<file path="src/rtl/command_issuer_pkg.sv">
// Shared definitions for the 128-bit shape command word: field positions,
// shape ids, issuer FSM states and the packing helper.
package command_issuer_pkg;

   localparam int CMD_W = 128;

   localparam int SHAPE_MSB = 127;
   localparam int SHAPE_LSB = 124;
   localparam int X0_MSB    = 123;
   localparam int X0_LSB    = 116;
   localparam int Y0_MSB    = 115;
   localparam int Y0_LSB    = 108;
   localparam int X1_MSB    = 107;
   localparam int X1_LSB    = 100;
   localparam int Y1_MSB    = 99;
   localparam int Y1_LSB    = 92;
   localparam int X2_MSB    = 91;
   localparam int X2_LSB    = 84;
   localparam int Y2_MSB    = 83;
   localparam int Y2_LSB    = 76;
   localparam int FILL_BIT  = 75;
   localparam int COLOR_MSB = 74;
   localparam int COLOR_LSB = 51;
   localparam int BG_MSB    = 50;
   localparam int BG_LSB    = 27;
   localparam int PAD_MSB   = 26;
   localparam int PAD_LSB   = 0;

   localparam logic [3:0] SHAPE_LINE   = 4'd1;
   localparam logic [3:0] SHAPE_RECT   = 4'd2;
   localparam logic [3:0] SHAPE_CIRCLE = 4'd4;

   typedef enum logic [1:0] {
      IDLE   = 2'd0,
      ISSUE  = 2'd1,
      WAIT   = 2'd2,
      GAP_ST = 2'd3
   } state_t;

   function automatic logic [CMD_W-1:0] pack_cmd(
      input logic [3:0]  shape,
      input logic [7:0]  x0,
      input logic [7:0]  y0,
      input logic [7:0]  x1,
      input logic [7:0]  y1,
      input logic [7:0]  x2,
      input logic [7:0]  y2,
      input logic        fill,
      input logic [23:0] color,
      input logic [23:0] bg
   );
      logic [CMD_W-1:0] w;
      w = '0;
      w[SHAPE_MSB:SHAPE_LSB] = shape;
      w[X0_MSB:X0_LSB]       = x0;
      w[Y0_MSB:Y0_LSB]       = y0;
      w[X1_MSB:X1_LSB]       = x1;
      w[Y1_MSB:Y1_LSB]       = y1;
      w[X2_MSB:X2_LSB]       = x2;
      w[Y2_MSB:Y2_LSB]       = y2;
      w[FILL_BIT]            = fill;
      w[COLOR_MSB:COLOR_LSB] = color;
      w[BG_MSB:BG_LSB]       = bg;
      return w;
   endfunction

endpackage

</file>
<file path="src/rtl/command_issuer_fifo.sv">
// Synchronous FIFO holding packed command words. The level counter is the
// single source of truth for full/empty; pointers simply wrap modulo DEPTH.
module cmd_fifo #(
   parameter int WIDTH = 128,
   parameter int DEPTH = 4
) (
   input  logic                       clk,
   input  logic                       rst,
   input  logic                       push,
   input  logic [WIDTH-1:0]           push_data,
   input  logic                       pop,
   output logic [WIDTH-1:0]           pop_data,
   output logic                       full,
   output logic                       empty,
   output logic [$clog2(DEPTH):0]     level
);

   localparam int AW = $clog2(DEPTH);
   localparam int LW = AW + 1;

   logic [WIDTH-1:0] mem_q [DEPTH];
   logic [WIDTH-1:0] mem_d [DEPTH];
   logic [AW-1:0]    wptr_q, wptr_d;
   logic [AW-1:0]    rptr_q, rptr_d;
   logic [LW-1:0]    level_q, level_d;
   logic             do_push;
   logic             do_pop;

   assign full     = (level_q == LW'(DEPTH));
   assign empty    = (level_q == '0);
   assign level    = level_q;
   assign pop_data = mem_q[rptr_q];
   assign do_push  = push && !full;
   assign do_pop   = pop && !empty;

   always_comb begin
      mem_d   = mem_q;
      wptr_d  = wptr_q;
      rptr_d  = rptr_q;
      level_d = level_q + LW'(do_push) - LW'(do_pop);
      if (do_push) begin
         mem_d[wptr_q] = push_data;
         wptr_d        = wptr_q + AW'(1);
      end
      if (do_pop) begin
         rptr_d = rptr_q + AW'(1);
      end
   end

   always_ff @(posedge clk or posedge rst) begin
      if (rst) begin
         for (int i = 0; i < DEPTH; i++) begin
            mem_q[i] <= '0;
         end
         wptr_q  <= '0;
         rptr_q  <= '0;
         level_q <= '0;
      end else begin
         mem_q   <= mem_d;
         wptr_q  <= wptr_d;
         rptr_q  <= rptr_d;
         level_q <= level_d;
      end
   end

endmodule

</file>
<file path="src/rtl/command_issuer.sv">
// Packs field-level draw requests into command words, queues them and
// strobes one command at a time to the parser, pacing on render_done.
module command_issuer
   import command_issuer_pkg::*;
#(
   parameter int DEPTH   = 4,
   parameter int TIMEOUT = 4096,
   parameter int GAP     = 1
) (
   input  logic                    clk,
   input  logic                    rst,
   input  logic                    req_valid,
   output logic                    req_ready,
   input  logic [3:0]              shape_type,
   input  logic [7:0]              x0,
   input  logic [7:0]              y0,
   input  logic [7:0]              x1,
   input  logic [7:0]              y1,
   input  logic [7:0]              x2,
   input  logic [7:0]              y2,
   input  logic                    fill_enable,
   input  logic [23:0]             color,
   input  logic [23:0]             bg_color,
   input  logic                    render_done,
   output logic                    cmd_valid,
   output logic [CMD_W-1:0]        cmd_data,
   output logic                    busy,
   output logic [$clog2(DEPTH):0]  fifo_level,
   output logic                    timeout_err
);

   localparam int CNT_W = (TIMEOUT > 1) ? $clog2(TIMEOUT) + 1 : 1;
   localparam int GAP_W = (GAP > 1) ? $clog2(GAP) + 1 : 1;

   state_t           state_q, state_d;
   logic             cmd_valid_q, cmd_valid_d;
   logic [CMD_W-1:0] cmd_data_q, cmd_data_d;
   logic [CNT_W-1:0] tmo_cnt_q, tmo_cnt_d;
   logic [GAP_W-1:0] gap_cnt_q, gap_cnt_d;
   logic             timeout_err_q, timeout_err_d;

   logic [CMD_W-1:0] push_data;
   logic [CMD_W-1:0] fifo_head;
   logic             fifo_pop;
   logic             fifo_full;
   logic             fifo_empty;
   logic             expired;

   assign push_data = pack_cmd(shape_type, x0, y0, x1, y1, x2, y2,
                               fill_enable, color, bg_color);

   cmd_fifo #(
      .WIDTH (CMD_W),
      .DEPTH (DEPTH)
   ) u_fifo (
      .clk       (clk),
      .rst       (rst),
      .push      (req_valid),
      .push_data (push_data),
      .pop       (fifo_pop),
      .pop_data  (fifo_head),
      .full      (fifo_full),
      .empty     (fifo_empty),
      .level     (fifo_level)
   );

   // Handshake: a request transfers on any rising clk edge where req_valid
   // and req_ready are both high; req_ready depends only on the registered
   // FIFO level, so a pop never opens a slot in the same cycle.
   assign req_ready   = !fifo_full;
   assign cmd_valid   = cmd_valid_q;
   assign cmd_data    = cmd_data_q;
   assign timeout_err = timeout_err_q;
   assign busy        = (state_q != IDLE) || (fifo_level != '0);

   // The issue cycle counts as cycle 0, so the counter starts at 1 in WAIT.
   assign expired = (TIMEOUT != 0) && (state_q == WAIT) &&
                    (tmo_cnt_q >= CNT_W'(TIMEOUT - 1));

   always_comb begin
      state_d       = state_q;
      cmd_valid_d   = 1'b0;
      cmd_data_d    = cmd_data_q;
      tmo_cnt_d     = tmo_cnt_q;
      gap_cnt_d     = gap_cnt_q;
      timeout_err_d = timeout_err_q;
      fifo_pop      = 1'b0;
      case (state_q)
         // The head is popped on the edge into ISSUE so the strobe is
         // already registered while the FSM sits in ISSUE.
         IDLE: begin
            if (!fifo_empty) begin
               fifo_pop    = 1'b1;
               cmd_valid_d = 1'b1;
               cmd_data_d  = fifo_head;
               state_d     = ISSUE;
            end
         end
         ISSUE: begin
            tmo_cnt_d = CNT_W'(1);
            state_d   = WAIT;
         end
         WAIT: begin
            tmo_cnt_d = tmo_cnt_q + CNT_W'(1);
            if (render_done || expired) begin
               if (!render_done) begin
                  timeout_err_d = 1'b1;
               end
               gap_cnt_d = '0;
               state_d   = (GAP == 0) ? IDLE : GAP_ST;
            end
         end
         GAP_ST: begin
            if (gap_cnt_q == GAP_W'(GAP - 1)) begin
               state_d = IDLE;
            end else begin
               gap_cnt_d = gap_cnt_q + GAP_W'(1);
            end
         end
         default: state_d = IDLE;
      endcase
   end

   always_ff @(posedge clk or posedge rst) begin
      if (rst) begin
         state_q       <= IDLE;
         cmd_valid_q   <= 1'b0;
         cmd_data_q    <= '0;
         tmo_cnt_q     <= '0;
         gap_cnt_q     <= '0;
         timeout_err_q <= 1'b0;
      end else begin
         state_q       <= state_d;
         cmd_valid_q   <= cmd_valid_d;
         cmd_data_q    <= cmd_data_d;
         tmo_cnt_q     <= tmo_cnt_d;
         gap_cnt_q     <= gap_cnt_d;
         timeout_err_q <= timeout_err_d;
      end
   end

endmodule

</file>
<file path="config.mk">
export PLATFORM = sky130hd
export DESIGN_NAME = command_issuer
export DESIGN_NICKNAME = d
export VERILOG_FILES = /design/src/rtl/command_issuer_pkg.sv /design/src/rtl/command_issuer_fifo.sv /design/src/rtl/command_issuer.sv
export SDC_FILE = /design/constraint.sdc
export NUM_CORES = 1
export LEC_CHECK = 0
export ABC_AREA = 1
export CAP_MARGIN = 10
export CORE_ASPECT_RATIO = 0.9
export CORE_MARGIN = 2
export CORE_UTILIZATION = 55
export DETAILED_ROUTE_END_ITERATION = 6
export HOLD_SLACK_MARGIN = 0.08
export PLACE_DENSITY = 0.81
export SLEW_MARGIN = 30
export SYNTH_ARGS = -nofsm -noshare
export SYNTH_HDL_FRONTEND = slang
export SYNTH_SLANG_ARGS = --single-unit
</file>
<file path="constraint.sdc">
create_clock -name clk -period 23.3 [get_ports clk]
set_clock_uncertainty 0.05 [all_clocks]
set_input_delay 4.66 -clock clk [delete_from_list [all_inputs] [get_ports clk]]
set_output_delay 4.66 -clock clk [all_outputs]
set_load 0.005 [all_outputs]
</file>
==> metrics.yaml <==
status:
  status: "completed"
final_layout:
  fin_nets: 2511
  area_growth_pct: 17.0
  drive_gt1_share_pct: 12.3
  final-instance-count-excl-fill: 2995
  design_area_mm2: 0.0269
timing:
  fmax_ghz: 0.134
  maxSlewViolCount: 0
  worst_pin_slew_ns: 0.967
  timing.hold.ws_ns: 0.407
  fin_crit_ns: 7.47
  setup-tns-final_ns: 0
  timing.final.crit_share_pct: 32.1
  hold_viol: 0
  setup_violations: 0
  rsz0062_at_grt: "no"
  relSlewSlack_pct: 35.5
setup_path:
  path_delay_family: "buffers and inverters"
  cp-end-kind: "register"
  cp_slowest_cell: "buf_4"
  worst-path-buf-inv: 3
  cp_max_fo: 79
  start_kind: "input pin"
  path_cells: "clkdlybuf4s50_1 > nand2_2 > nor2_4 > buf_4 > buf_4 > mux2_2"
  crit_top_cell: "buf_4"
  worstPathArrival_ns: 7.92
  cp.required_ns: 23.74
  critPathKind: "in -> reg"
  slowest_delay_ns: 0.80
cts:
  post_cts_buffers: 0
  cts_tree: "built"
  clk_pin_slew_ns: 0.06
  htree_levels: 2
  numClockSinks: 529
  clk_latency_ns: 0.61
  cts_resized: 0
  clockBufferDepth: 3
  ctsRootBufferMaster: "clkbuf_16"
  cts_made_buffers: 53
  ctsHoldBuffers: 0
flow_run:
  maxCapViolations: 0
drt:
  drt-total-wl_um: 53500
  drc_errors: 0
  wl_met1_um: 22900
  wire_per_inst_um: 17.9
  drtPass1Iterations: 5
  num_vias: 16814
  dr_wl_met3_um: 3060
  ant_nets: 0
  drtIter0Drc: 1501
  viasPerCell: 5.61
  highest_layer: "met4"
  wl_met2_um: 25700
floorplan:
  initial_core_util_pct: 55.4
  dieHeight_um: 198
  die_area_mm2: 0.0434
  core_area_mm2: 0.0415
  io_pins: 240
  die_w_um: 219
  row_count: 71
logic_synthesis:
  synth_edf_count: 0
  seq_area_frac_synth_pct: 57.6
  synth_flop_cell: "dfrtp_1"
  synth_top_cell_by_area: "dfrtp_1"
  yosysWarningCount: 0
  async_reset_ff_share_pct: 100
  yosysTopAreaCellShare_pct: 57.6
  synth_common_cells: "dfrtp_1, o21ai_0, nand2_1"
  synthCells: 2264
  avgSynthCellArea_um2: 10.1
  synth_cell_types: 31
  synth_most_common_cell: "dfrtp_1"
  synth.area.top_cells: "dfrtp_1, mux2_2, o21ai_0"
  ys_ff_latch: 529
  synth_area_mm2: 0.0230
grt:
  grt_max_degree: 193
  grt_first_pass_wirelength_um: 86200
  first_global_vias: 16708
  groute.usage.overall_pct: 24.9
  antenna_found_initial: 6
  overflow: 0
min_path:
  hold_path.class: "reg -> reg"
power:
  cellPowerDensity_mw_per_mm2: 148
  p_leak_uw: 0.0116
  ir_drop_uv: 77.1
place:
  dp_cells: 2886
  place_congestion: 0.808
  postPlaceCellArea_mm2: 0.0250
  hpwl_um: 30800
  port_buffers: 212
-- layout make-up --
| cell class | instances | area, µm² |
|---|---|---|
| clock inverter | 24 | 293 |
| timing repair buffer | 233 | 2340 |
| antenna | 8 | 20.0 |
| multi-input combinational | 1345 | 7900 |
| tap | 547 | 684 |
| clock buffer | 75 | 1500 |
| fill | 3067 | 14600 |
| inverter | 234 | 886 |
| sequential | 529 | 13200 |
-- cells in the final DEF (no fill, tap or decap), types with 53 or more instances in the layout --
cell type and count:
nor2_1 122, o21ai_0 324, o211ai_1 74, inv_1 229, clkbuf_16 53, nand2_1 308, a21oi_1 132, a31oi_1 102
dfrtp_1 527, clkdlybuf4s50_1 212, mux2_2 180
-- logic make-up after synthesis --
family	count (synthesis)	synth area share, %
AOI/OAI and AO/OA	644	15.5
and+or+nand+nor	455	7.61
adders and majority gates	10	0.578
muxes	202	9.90
xor gates and xnor gates	7	0.267
DFF	529	57.6
buffers and inverters	416	8.50
other	1	0.0163
-- flip-flops by register name, indices dropped and copies added (netlist names) --
name and flops:
u_fifo.wptr_q 2, state_q 2, u_fifo.level 3, timeout_err 1
u_fifo.rptr_q 2, cmd_valid 1, u_fifo.mem_q 404, tmo_cnt_q 13
cmd_data 101
-- metrics by stage --
step / worst slack [ns] / utilization [%] / power, µW
floorplan: 3.81 / - / 2620
global placement: 15.30 / 60.2 / 3020
detailed placement: 15.23 / 60.3 / 3110
CTS: 15.87 / 64.6 / 4000
global route: 15.66 / 64.8 / 4270
finish: 15.83 / 64.8 / 3990
-- per-layer routing --
layer / GRT usage, % / vias to the layer above
li1: - / 7795
met1: 33.6 / 8332
met2: 40.1 / 571
met3: 4.15 / 116
met4: 10.6 / 0
met5: 0 / -
-- power breakdown --
group | switching (µW) | internal, µW
sequential | 245 | 1380
combinational | 830 | 664
clock | 362 | 507
-- path summary, 6_finish.rpt --
path / startpoint / end / slack [ns] / cells after the start
setup / recovery: req_valid / u_fifo.mem_q[63]$_DFFE_PP0P_ / 15.83 / 6
hold reg to reg: timeout_err$_DFFE_PP0P_ / timeout_err$_DFFE_PP0P_ / 0.41 / 1
max in group asynchronous: rst / u_fifo.mem_q[303]$_DFFE_PP0P_ / 16.45 / 5
hold / removal: timeout_err$_DFFE_PP0P_ / timeout_err$_DFFE_PP0P_ / 0.41 / 1
setup reg to reg: u_fifo.level[1]$_DFF_PP0_ / u_fifo.mem_q[63]$_DFFE_PP0P_ / 19.55 / 7
min in group asynchronous: rst / u_fifo.mem_q[240]$_DFFE_PP0P_ / 4.54 / 2
(Power assumes the default switching activity.)
